### src/rtl/sample_msg_merger_pkg.sv
// rtl/sample_msg_merger_pkg.sv - framing constants and state types shared by the merger and the far-end splitter
package sample_msg_merger_pkg;

  localparam int MSG_LENGTH_WIDTH = 8;

  typedef enum logic [1:0] {EXPECT_HDR, EXPECT_BODY, DROP_BODY} chk_state_t;
  typedef enum logic {IDLE, MSG} sched_state_t;

  function automatic int flag_bit(input int width);
    return width - 1;
  endfunction

  // Header length field sits directly below the flag bit.
  function automatic int len_msb(input int width);
    return width - 2;
  endfunction

endpackage

### src/rtl/sample_msg_merger_sync_fifo.sv
// rtl/sample_msg_merger_sync_fifo.sv - first-word-fall-through synchronous fifo with occupancy count
module sample_msg_merger_sync_fifo #(
  parameter int WIDTH     = 32,
  parameter int DEPTH_LOG = 4
) (
  input  logic                 clk,
  input  logic                 rst_n,
  input  logic                 wr_en,
  input  logic [WIDTH-1:0]     wr_data,
  input  logic                 rd_en,
  output logic [WIDTH-1:0]     rd_data,
  output logic                 empty,
  output logic                 full,
  output logic [DEPTH_LOG:0]   count
);

  localparam int DEPTH = 1 << DEPTH_LOG;

  logic [WIDTH-1:0]     mem [DEPTH];
  logic [DEPTH_LOG-1:0] wr_ptr;
  logic [DEPTH_LOG-1:0] rd_ptr;
  logic                 do_wr;
  logic                 do_rd;

  assign empty   = (count == '0);
  assign full    = (count == (DEPTH_LOG+1)'(DEPTH));
  assign do_wr   = wr_en && !full;
  assign do_rd   = rd_en && !empty;
  assign rd_data = mem[rd_ptr];

  always_ff @(posedge clk) begin
    if (do_wr) mem[wr_ptr] <= wr_data;
  end

  always_ff @(posedge clk or negedge rst_n) begin
    if (!rst_n) begin
      wr_ptr <= '0;
      rd_ptr <= '0;
      count  <= '0;
    end else begin
      if (do_wr) wr_ptr <= wr_ptr + DEPTH_LOG'(1);
      if (do_rd) rd_ptr <= rd_ptr + DEPTH_LOG'(1);
      case ({do_wr, do_rd})
        2'b10:   count <= count + (DEPTH_LOG+1)'(1);
        2'b01:   count <= count - (DEPTH_LOG+1)'(1);
        default: ;
      endcase
    end
  end

endmodule

### src/rtl/sample_msg_merger.sv
// rtl/sample_msg_merger.sv - merges a sample stream and atomic message packets onto one link with alternating fairness
module sample_msg_merger
  import sample_msg_merger_pkg::*;
#(
  parameter int WIDTH          = 32,
  parameter int SAMPLE_BUF_LOG = 4,
  parameter int MSG_BUF_LOG    = 6
) (
  input  logic             clk,
  input  logic             rst_n,
  input  logic [WIDTH-1:0] in_samples,
  input  logic             in_samples_nd,
  input  logic [WIDTH-1:0] in_msg,
  input  logic             in_msg_nd,
  output logic [WIDTH-1:0] out_data,
  output logic             out_nd,
  output logic             sample_overflow,
  output logic             msg_overflow,
  output logic             error
);

  localparam int FLAG      = flag_bit(WIDTH);
  localparam int LMSB      = len_msb(WIDTH);
  localparam int MSG_DEPTH = 1 << MSG_BUF_LOG;

  typedef logic [MSG_LENGTH_WIDTH-1:0] len_t;

  logic                    s_wr, s_rd, s_empty, s_full;
  logic [WIDTH-1:0]        s_head;
  logic [SAMPLE_BUF_LOG:0] s_count;
  logic                    m_wr, m_rd, m_empty, m_full;
  logic [WIDTH-1:0]        m_head;
  logic [MSG_BUF_LOG:0]    m_count;
  logic                    unused_fifo_status;

  assign unused_fifo_status = ^{s_count, m_full};

  sample_msg_merger_sync_fifo #(.WIDTH(WIDTH), .DEPTH_LOG(SAMPLE_BUF_LOG)) u_sample_fifo (
    .clk(clk), .rst_n(rst_n), .wr_en(s_wr), .wr_data(in_samples), .rd_en(s_rd),
    .rd_data(s_head), .empty(s_empty), .full(s_full), .count(s_count)
  );

  sample_msg_merger_sync_fifo #(.WIDTH(WIDTH), .DEPTH_LOG(MSG_BUF_LOG)) u_msg_fifo (
    .clk(clk), .rst_n(rst_n), .wr_en(m_wr), .wr_data(in_msg), .rd_en(m_rd),
    .rd_data(m_head), .empty(m_empty), .full(m_full), .count(m_count)
  );

  logic s_bad, s_drop;
  assign s_bad  = in_samples_nd &&  in_samples[FLAG];
  assign s_drop = in_samples_nd && !in_samples[FLAG] && s_full;
  assign s_wr   = in_samples_nd && !in_samples[FLAG] && !s_full;

  chk_state_t chk_state;
  len_t       chk_rem;
  len_t       in_len;
  logic       m_is_hdr, m_fits, m_bad, m_ovf;

  assign m_is_hdr = in_msg[FLAG];
  assign in_len   = in_msg[LMSB -: MSG_LENGTH_WIDTH];
  // Space for the whole packet is reserved up front, so body words never meet a full buffer.
  assign m_fits   = (32'(in_len) + 32'd1) <= (32'(MSG_DEPTH) - 32'(m_count));

  always_comb begin
    m_wr  = 1'b0;
    m_bad = 1'b0;
    m_ovf = 1'b0;
    if (in_msg_nd) begin
      case (chk_state)
        EXPECT_HDR: begin
          if (!m_is_hdr)   m_bad = 1'b1;
          else if (m_fits) m_wr  = 1'b1;
          else             m_ovf = 1'b1;
        end
        EXPECT_BODY: begin
          if (m_is_hdr) m_bad = 1'b1;
          else          m_wr  = 1'b1;
        end
        default: m_bad = m_is_hdr;
      endcase
    end
  end

  always_ff @(posedge clk or negedge rst_n) begin
    if (!rst_n) begin
      chk_state <= EXPECT_HDR;
      chk_rem   <= '0;
    end else if (in_msg_nd) begin
      if (chk_state == EXPECT_HDR) begin
        if (m_is_hdr && in_len != '0) begin
          chk_state <= m_fits ? EXPECT_BODY : DROP_BODY;
          chk_rem   <= in_len;
        end
      end else if (!m_is_hdr) begin
        chk_rem <= chk_rem - len_t'(1);
        if (chk_rem == len_t'(1)) chk_state <= EXPECT_HDR;
      end
    end
  end

  sched_state_t sched_state;
  len_t         sched_rem;
  len_t         head_len;
  logic         last_was_msg;
  logic         take_msg, take_sample;

  assign head_len = m_head[LMSB -: MSG_LENGTH_WIDTH];
  assign m_rd     = take_msg;
  assign s_rd     = take_sample;

  always_comb begin
    take_msg    = 1'b0;
    take_sample = 1'b0;
    if (sched_state == MSG)
      take_msg = !m_empty;
    else if (!m_empty && m_head[FLAG] && (!last_was_msg || s_empty))
      take_msg = 1'b1;
    else
      take_sample = !s_empty;
  end

  always_ff @(posedge clk or negedge rst_n) begin
    if (!rst_n) begin
      sched_state     <= IDLE;
      sched_rem       <= '0;
      last_was_msg    <= 1'b0;
      out_data        <= '0;
      out_nd          <= 1'b0;
      sample_overflow <= 1'b0;
      msg_overflow    <= 1'b0;
      error           <= 1'b0;
    end else begin
      out_nd <= take_msg || take_sample;
      if (take_msg)         out_data <= m_head;
      else if (take_sample) out_data <= s_head;

      case (sched_state)
        IDLE: begin
          if (take_msg) begin
            if (head_len != '0) begin
              sched_state <= MSG;
              sched_rem   <= head_len;
            end else begin
              last_was_msg <= 1'b1;
            end
          end else if (take_sample) begin
            last_was_msg <= 1'b0;
          end
        end
        default: begin
          if (take_msg) begin
            sched_rem <= sched_rem - len_t'(1);
            if (sched_rem == len_t'(1)) begin
              sched_state  <= IDLE;
              last_was_msg <= 1'b1;
            end
          end
        end
      endcase

      sample_overflow <= sample_overflow | s_drop;
      msg_overflow    <= msg_overflow | m_ovf;
      error           <= error | s_bad | s_drop | m_bad | m_ovf;
    end
  end

endmodule
### config.mk
export PLATFORM = sky130hd
export DESIGN_NAME = sample_msg_merger
export DESIGN_NICKNAME = d
export VERILOG_FILES = /design/src/rtl/sample_msg_merger_pkg.sv /design/src/rtl/sample_msg_merger_sync_fifo.sv /design/src/rtl/sample_msg_merger.sv
export SDC_FILE = /design/constraint.sdc
export NUM_CORES = 2
export LEC_CHECK = 0
export CORE_UTILIZATION = 55
export CTS_CLUSTER_SIZE = 30
export DETAILED_ROUTE_END_ITERATION = 6
export DONT_BUFFER_PORTS = 1
export PLACE_DENSITY = 0.71
export SLEW_MARGIN = 20
export SYNTH_ARGS = -nofsm -noshare
export SYNTH_HDL_FRONTEND = slang
export SYNTH_SLANG_ARGS = --single-unit
### constraint.sdc
create_clock -name clk -period 4.5 [get_ports clk]
set_clock_uncertainty 0.05 [all_clocks]
set_input_delay 0.45 -clock clk [delete_from_list [all_inputs] [get_ports clk]]
set_output_delay 0.45 -clock clk [all_outputs]
set_load 0.05 [all_outputs]
======== After elaboration in Yosys (flattened, before gate mapping) ========
Memory sizes are Yosys's and may differ from the RTL's.
Index checks and enable logic that the tools add are counted.
word-level totals
  register bits ........................... 88
  RAM bits ................................ 2560
  input bits .............................. 68
  output and inout port bits .............. 36
  logic and storage cells ................. 131
  memories ................................ 2
cells by class
  add/subtract/negate cells ............... 12
  order comparisons ....................... 1
  equality and inequality tests ........... 14
  muxes and demuxes ....................... 47
  bitwise logic cells ..................... 6
  reduce and logical (&&, ||, !) cells .... 33
memories
  memory             depth  width  read ports  clocked after memory_dff  wr ports  RTL line                           RTL
  u_msg_fifo.mem     64     32     1           0                         1         sample_msg_merger_sync_fifo.sv:19  logic [WIDTH-1:0] mem [DEPTH];
  u_sample_fifo.mem  16     32     1           0                         1         sample_msg_merger_sync_fifo.sv:19
operator list
  cell                 count
  $mux 32              2
  $mux 8               7
  $le 9x32->1          1
  $mux 1               29
  $eq 8x1->1 const B   2
  $reduce_bool 8->1    2
  $sub 8x1->8 const B  2
  $pmux 7 s2           1
  $add 6x1->6 const B  2
  $logic_and 1x1->1    11
  $mux 2               5
  $pmux 5 s2           1
  $reduce_bool 2->1    5
  $add 8x1->9 const B  1
  $add 4x1->4 const B  2
  $ne 2x1->1 const B   4
  $reduce_and 4->1     2
  $sub 7x7->8 const A  1
  $add 7x1->7 const B  1
  $eq 7x7->1 const B   1
  $logic_not 7->1      1
  $sub 7x1->7 const B  1
  $eq 2x1->1 const B   3
  $logic_not 1->1      6
  other kinds (12)     20

======== Longest topological paths before layout ========
  depth after elaboration ................. 9
  gate-level depth with buffers ........... 26
  gate-level depth less buffers ........... 23

======== By module ========
Synthesis repeated with hierarchy kept, for this count alone.
second synthesis, totals
  cells, all modules ...................... 4936
  area, all modules ....................... 103232.8 um^2
by module, submodules not included
  module                                        times used  cells an instance  area an instance (um^2)  sequential area each (um^2)
  sample_msg_merger_sync_fifo at u_msg_fifo     1           3531               79384.9                  61974.4
  sample_msg_merger_sync_fifo at u_sample_fifo  1           1006               20400.8                  15700.1
  sample_msg_merger                             1           399                3447.1                   1401.3

======== Worst setup path before layout ========
Ideal clock, no wire load.
  path type ............................... register -> register
  start point ............................. reg u_msg_fifo.count[1]
  end point ............................... mem u_msg_fifo.mem[30][0] (enable)
  library setup time ...................... 0.421 ns
  arrival ................................. 4.376 ns
  required time ........................... 4.029 ns
  setup slack ............................. -0.347 ns
  cell stages (with the launch flop) ...... 16
  path buffers ............................ 2
  path through ............................ dfrtp_1 clkbuf_1 inv_1 ha_1 nor3b_2 nand2_1 xor2_1 ha_1 nor2b_1 o21ai_0 nand2b_1 o22a_1 o21ai_0 clkbuf_1 nand4b_1 nor2_1
on the way
  longest elaborated chain between the ends .. 9
  elaborated cells on any way between the ends .. 11
RTL lines
  item                              RTL line                           RTL
  from (decl)                       sample_msg_merger_sync_fifo.sv:14  output logic [DEPTH_LOG:0] count
  from (signal assigned)            sample_msg_merger_sync_fifo.sv:44  2'b10: count <= count + (DEPTH_LOG+1)'(1);
  from (signal assigned)            sample_msg_merger_sync_fifo.sv:45  2'b01: count <= count - (DEPTH_LOG+1)'(1);
  $sub 7x7->8                       sample_msg_merger.sv:61            assign m_fits = (32'(in_len) + 32'd1) <= (32'(MSG_DEPTH) - 32'(m_count));
  $le 9x32->1                       sample_msg_merger.sv:61
  $mux 1                            sample_msg_merger.sv:71            else if (m_fits) m_wr = 1'b1;
  $mux 1                            sample_msg_merger.sv:70            if (!m_is_hdr) m_bad = 1'b1;
  $pmux 1 s2                        sample_msg_merger.sv:68            case (chk_state)
  $mux 1                            sample_msg_merger.sv:67            if (in_msg_nd) begin
  $logic_and 1x1->1 (*)             sample_msg_merger_sync_fifo.sv:27  assign do_wr = wr_en && !full;
  $mux 1 (*)                        sample_msg_merger_sync_fifo.sv:32  if (do_wr) mem[wr_ptr] <= wr_data;
  $mux 1 (implied by the code) (*)  sample_msg_merger_sync_fifo.sv:32
  to (decl)                         sample_msg_merger_sync_fifo.sv:19
Mark *: on every way between the ends. The rest lies on a longest branch, timed or not.

======== Final worst setup path ========
  start point ............................. reg u_msg_fifo.rd_ptr[1]
  end point ............................... reg u_sample_fifo.count[4]
on the way
  longest elaborated chain between the ends .. 8
  elaborated cells on any way between the ends .. 10
RTL lines
  item                                                    RTL line                           RTL
  from (decl)                                             sample_msg_merger_sync_fifo.sv:21  logic [DEPTH_LOG-1:0] rd_ptr;
  from (signal assigned)                                  sample_msg_merger_sync_fifo.sv:42  if (do_rd) rd_ptr <= rd_ptr + DEPTH_LOG'(1);
  $mem_v2 64x32 (*)                                       n/a
  $logic_and 1x1->1 (*) (2 in series)                     sample_msg_merger.sv:115           else if (!m_empty && m_head[FLAG] && (!last_was_msg || s_empty))
  $mux 1 (*)                                              sample_msg_merger.sv:115
  $mux 1 (*)                                              sample_msg_merger.sv:113           if (sched_state == MSG)
  $logic_and 1x1->1 (*)                                   sample_msg_merger_sync_fifo.sv:28  assign do_rd = rd_en && !empty;
  $eq 2x1->1 / $eq 2x2->1 (equally long branches)         sample_msg_merger_sync_fifo.sv:43  case ({do_wr, do_rd})
  $pmux 5 s2 / $reduce_bool 2->1 (equally long branches)  n/a
  to (signal assigned)                                    sample_msg_merger_sync_fifo.sv:44
  to (signal assigned)                                    sample_msg_merger_sync_fifo.sv:45
  to (decl)                                               sample_msg_merger_sync_fifo.sv:14
Marked as above.
A chain may end at the register's enable or synchronous reset.

==> results_dict.tcl <==
set metrics [dict create \
    maxCapViolations 0 \
    first_global_vias 50200 \
    powerDensity_nw_per_um2 611 \
    dpl.cell_count 7000 \
    leakagePower_nw 37.3 \
    crit_family "compound AO/OA/AOI/OAI gates" \
    synth_cell_type_count 80 \
    overflow 0 \
    htreeDepth 5 \
    syn2layout_area_growth_pct 14.7 \
    clockRootBuffer "clkbuf_16" \
    yosysTopAreaCell "edfxtp_1" \
    grt_max_degree 104 \
    fp.dieW_um 434 \
    synthCells 4534 \
    via_count 49000 \
    reg2reg_depth 17 \
    whs_path_depth 3 \
    place_area_um2 108000 \
    coreArea_um2 186000 \
    layout_min_cycle_time_ns 4.23 \
    grt_pass1_wl_um 349000 \
    setup_violations 0 \
    critPathArrivalTime_ns 5.00 \
    dieArea_um2 189000 \
    track_usage 0.260 \
    synth_area_leaders "edfxtp_1, mux4_2, dfrtp_1" \
    async_flop_share 0.0332 \
    cp_slowest_cell "dfrtp_4" \
    mostFrequentLayoutCell "edfxtp_1" \
    fin_cells 7587 \
    hp-class "primary input to register" \
    remaining_drc_errors 1 \
    cts_tree "done" \
    cp_cell_sequence "mux4_2 > nor2_1 > a221oi_1 > o211ai_1 > o31ai_4 > buf_4 > or3_1 > inv_2 > ha_1 > inv_1 > fa_1 > inv_1 > a21o_1 > a21oi_1 > xnor2_1 > nor2_1 > xor2_1" \
    cp_slowest_stage_delay_ns 0.69 \
    seq_area_frac_synth 0.769 \
    cts-buffers-inserted 280 \
    final_nets 5003 \
    synth.avg_cell_area_um2 22.7 \
    final_cell_mix "edfxtp_1, mux4_2, clkbuf_16, buf_4, mux2i_1" \
    cp-end-kind "register" \
    drt_pass1_iterations 7 \
    fillers 11800 \
    cp.depth 17 \
    design_area_um2 118000 \
    hpwl_um 133000 \
    routed_wl_um 242000 \
    status "finished, violations left" \
    initialDrtViolationCount 6120 \
    tightest_slew_ns 1.06 \
    synth_top_area_frac 0.748 \
    slew_headroom 0.288 \
    violations "design-rule violations" \
    wl_per_cell_um 31.9 \
    antenna_found_initial 14 \
    rsz0062_at_grt "no" \
    clockBufferDepth 4 \
    ys.flop_type "edfxtp_1" \
    ant_nets 0 \
    max_freq_mhz 236 \
    dpl_worst_slack_ns 0.223 \
    critPathKind "register to register" \
    syn_nets 4633 \
    synth-edff-count 2560 \
    vdd_drop_max_uv 638 \
    worst-path-max-fanout 25 \
    numPortBuffers 0 \
    die_h_um 434 \
    start_kind "register" \
    power_mw 72.0 \
    ioPinCount 104 \
    final_hold_viol_count 0 \
    yosys_warnings 0 \
    clock-sinks 2648 \
    vias_per_cell 6.46 \
    fin_ws_ns 0.266 \
    required_ns 5.27 \
    fin_crit_sh 0.941 \
    ys_ff_latch 2648 \
    clock_latency_ns 0.92 \
    initial_core_util 0.554 \
    slew_violations 0 \
    final_layout_size_suffix_gt1_frac 0.287 \
    syn_area_um2 103000 \
    worst-path-buf-inv 4 \
    clk_pin_slew_worst_paths_ns 0.06 \
    gp_congestion 0.863 \
    rows 158 \
]
## where the power goes
group / internal, mW / leakage [nW] / switching (mW)
Sequential: 28.0 / 24.0 / 1.67
Combinational: 9.41 / 9.08 / 11.1
Clock: 12.8 / 4.16 / 9.06
Total: 50.2 / 37.3 / 21.8
## kinds of logic (layout without fill, tap and decap cells)
family / count (synthesis) / in the layout / synth area share
AOI/OAI and AO/OA: 277 / 277 / 0.0180
xor gates and xnor gates: 43 / 43 / 0.00366
adders and majority gates: 31 / 31 / 0.00385
buffers and inverters: 275 / 840 / 0.0148
DFF: 2648 / 2648 / 0.769
muxes: 870 / 870 / 0.173
other: 0 / 8 / 0
and+or+nand+nor: 390 / 390 / 0.0176
## final timing paths
path / from / slack (ns) / endpoint
setup / recovery: u_msg_fifo.rd_ptr[1]$_DFFE_PN0P_ / 0.27 / u_sample_fifo.count[4]$_DFFE_PN0P_
hold / removal: in_msg_nd / 0.08 / chk_rem[1]$_DFFE_PN0P_
setup reg to reg: u_msg_fifo.rd_ptr[1]$_DFFE_PN0P_ / 0.27 / u_sample_fifo.count[4]$_DFFE_PN0P_
hold reg to reg: chk_rem[6]$_DFFE_PN0P_ / 0.47 / chk_rem[6]$_DFFE_PN0P_
max in group asynchronous: rst_n / 3.77 / out_data[1]$_DFFE_PN0N_
min in group asynchronous: rst_n / 0.13 / u_msg_fifo.count[6]$_DFFE_PN0P_
## area by class of cell
type / instances / area, um2 / area share
clock buffers: 370 / 7600 / 0.0645
repair buffers: 331 / 4210 / 0.0357
clock inverters: 107 / 921 / 0.00781
multi-input cells: 1611 / 22800 / 0.194
flip-flops and latches: 2648 / 79100 / 0.671
well taps: 2480 / 3100 / 0.0263
diodes: 8 / 20.0 / 0.000170
inverters: 32 / 128 / 0.00108
## metrics by stage
| stage | hold slack, ns | util | setup TNS [ns] |
|---|---|---|---|
| floorplan | 0.104 | - | -413.39 |
| global placement | 0.108 | 0.581 | 0 |
| detailed placement | 0.108 | 0.581 | 0 |
| CTS | 0.0263 | 0.635 | 0 |
| global route | 0.138 | 0.635 | 0 |
| finish | 0.0849 | 0.635 | 0 |
## registers in the layout (all words and copies together) (netlist names), 2 cells and up
register,flops
u_msg_fifo.mem,2048
u_sample_fifo.mem,512
out_data,32
chk_rem,8
sched_rem,8
u_msg_fifo.count,7
u_msg_fifo.rd_ptr,6
u_msg_fifo.wr_ptr,6
u_sample_fifo.count,5
u_sample_fifo.rd_ptr,4
u_sample_fifo.wr_ptr,4
chk_state,2
## worst reg2reg max path: stages (launching register included)
cell and delay (ns):
dfrtp_4 0.69, mux4_2 0.56, nor2_1 0.10, a221oi_1 0.06
o211ai_1 0.50, o31ai_4 0.17, buf_4 0.21, or3_1 0.34
inv_2 0.10, ha_1 0.22, inv_1 0.10, fa_1 0.40
inv_1 0.08, a21o_1 0.11, a21oi_1 0.07, xnor2_1 0.12
nor2_1 0.11, xor2_1 0.16
## routing by layer
metal | track usage | up-vias | wire (um)
li1 | - | 20000 | -
met1 | 0.355 | 26200 | 93000
met2 | 0.419 | 2517 | 119000
met3 | 0.0682 | 387 | 24000
met4 | 0.0709 | 8 | 5520
met5 | 0.000256 | - | 55
## timing repair
item | 4_1_cts | 5_1_grt
buffers inserted | 0 | 0
hold endpoints to repair | 2665 | 0
hold buffers | 102 | 0
resized for setup | 0 | 3
endpoints found under the setup margin | 0 | 1
## synthesized netlist by cell type, types with 11 or more instances
cell	n
mux4_2	721
nor2_1	145
buf_1	24
ha_1	30
buf_2	57
o221ai_1	34
a31oi_1	20
xor2_1	20
nand3_1	19
o21ai_0	42
a22oi_1	13
mux2i_1	137
nand2b_1	14
dfrtp_1	88
o21ai_1	21
o22ai_1	29
nor2b_1	14
edfxtp_1	2560
xnor2_1	23
a21oi_1	49
nor3_1	14
clkbuf_1	85
inv_1	29
buf_6	28
buf_4	47
nand2_1	122
a221oi_1	11
nand4_1	11
No activity file was read; power rests on OpenSTA's default activity.
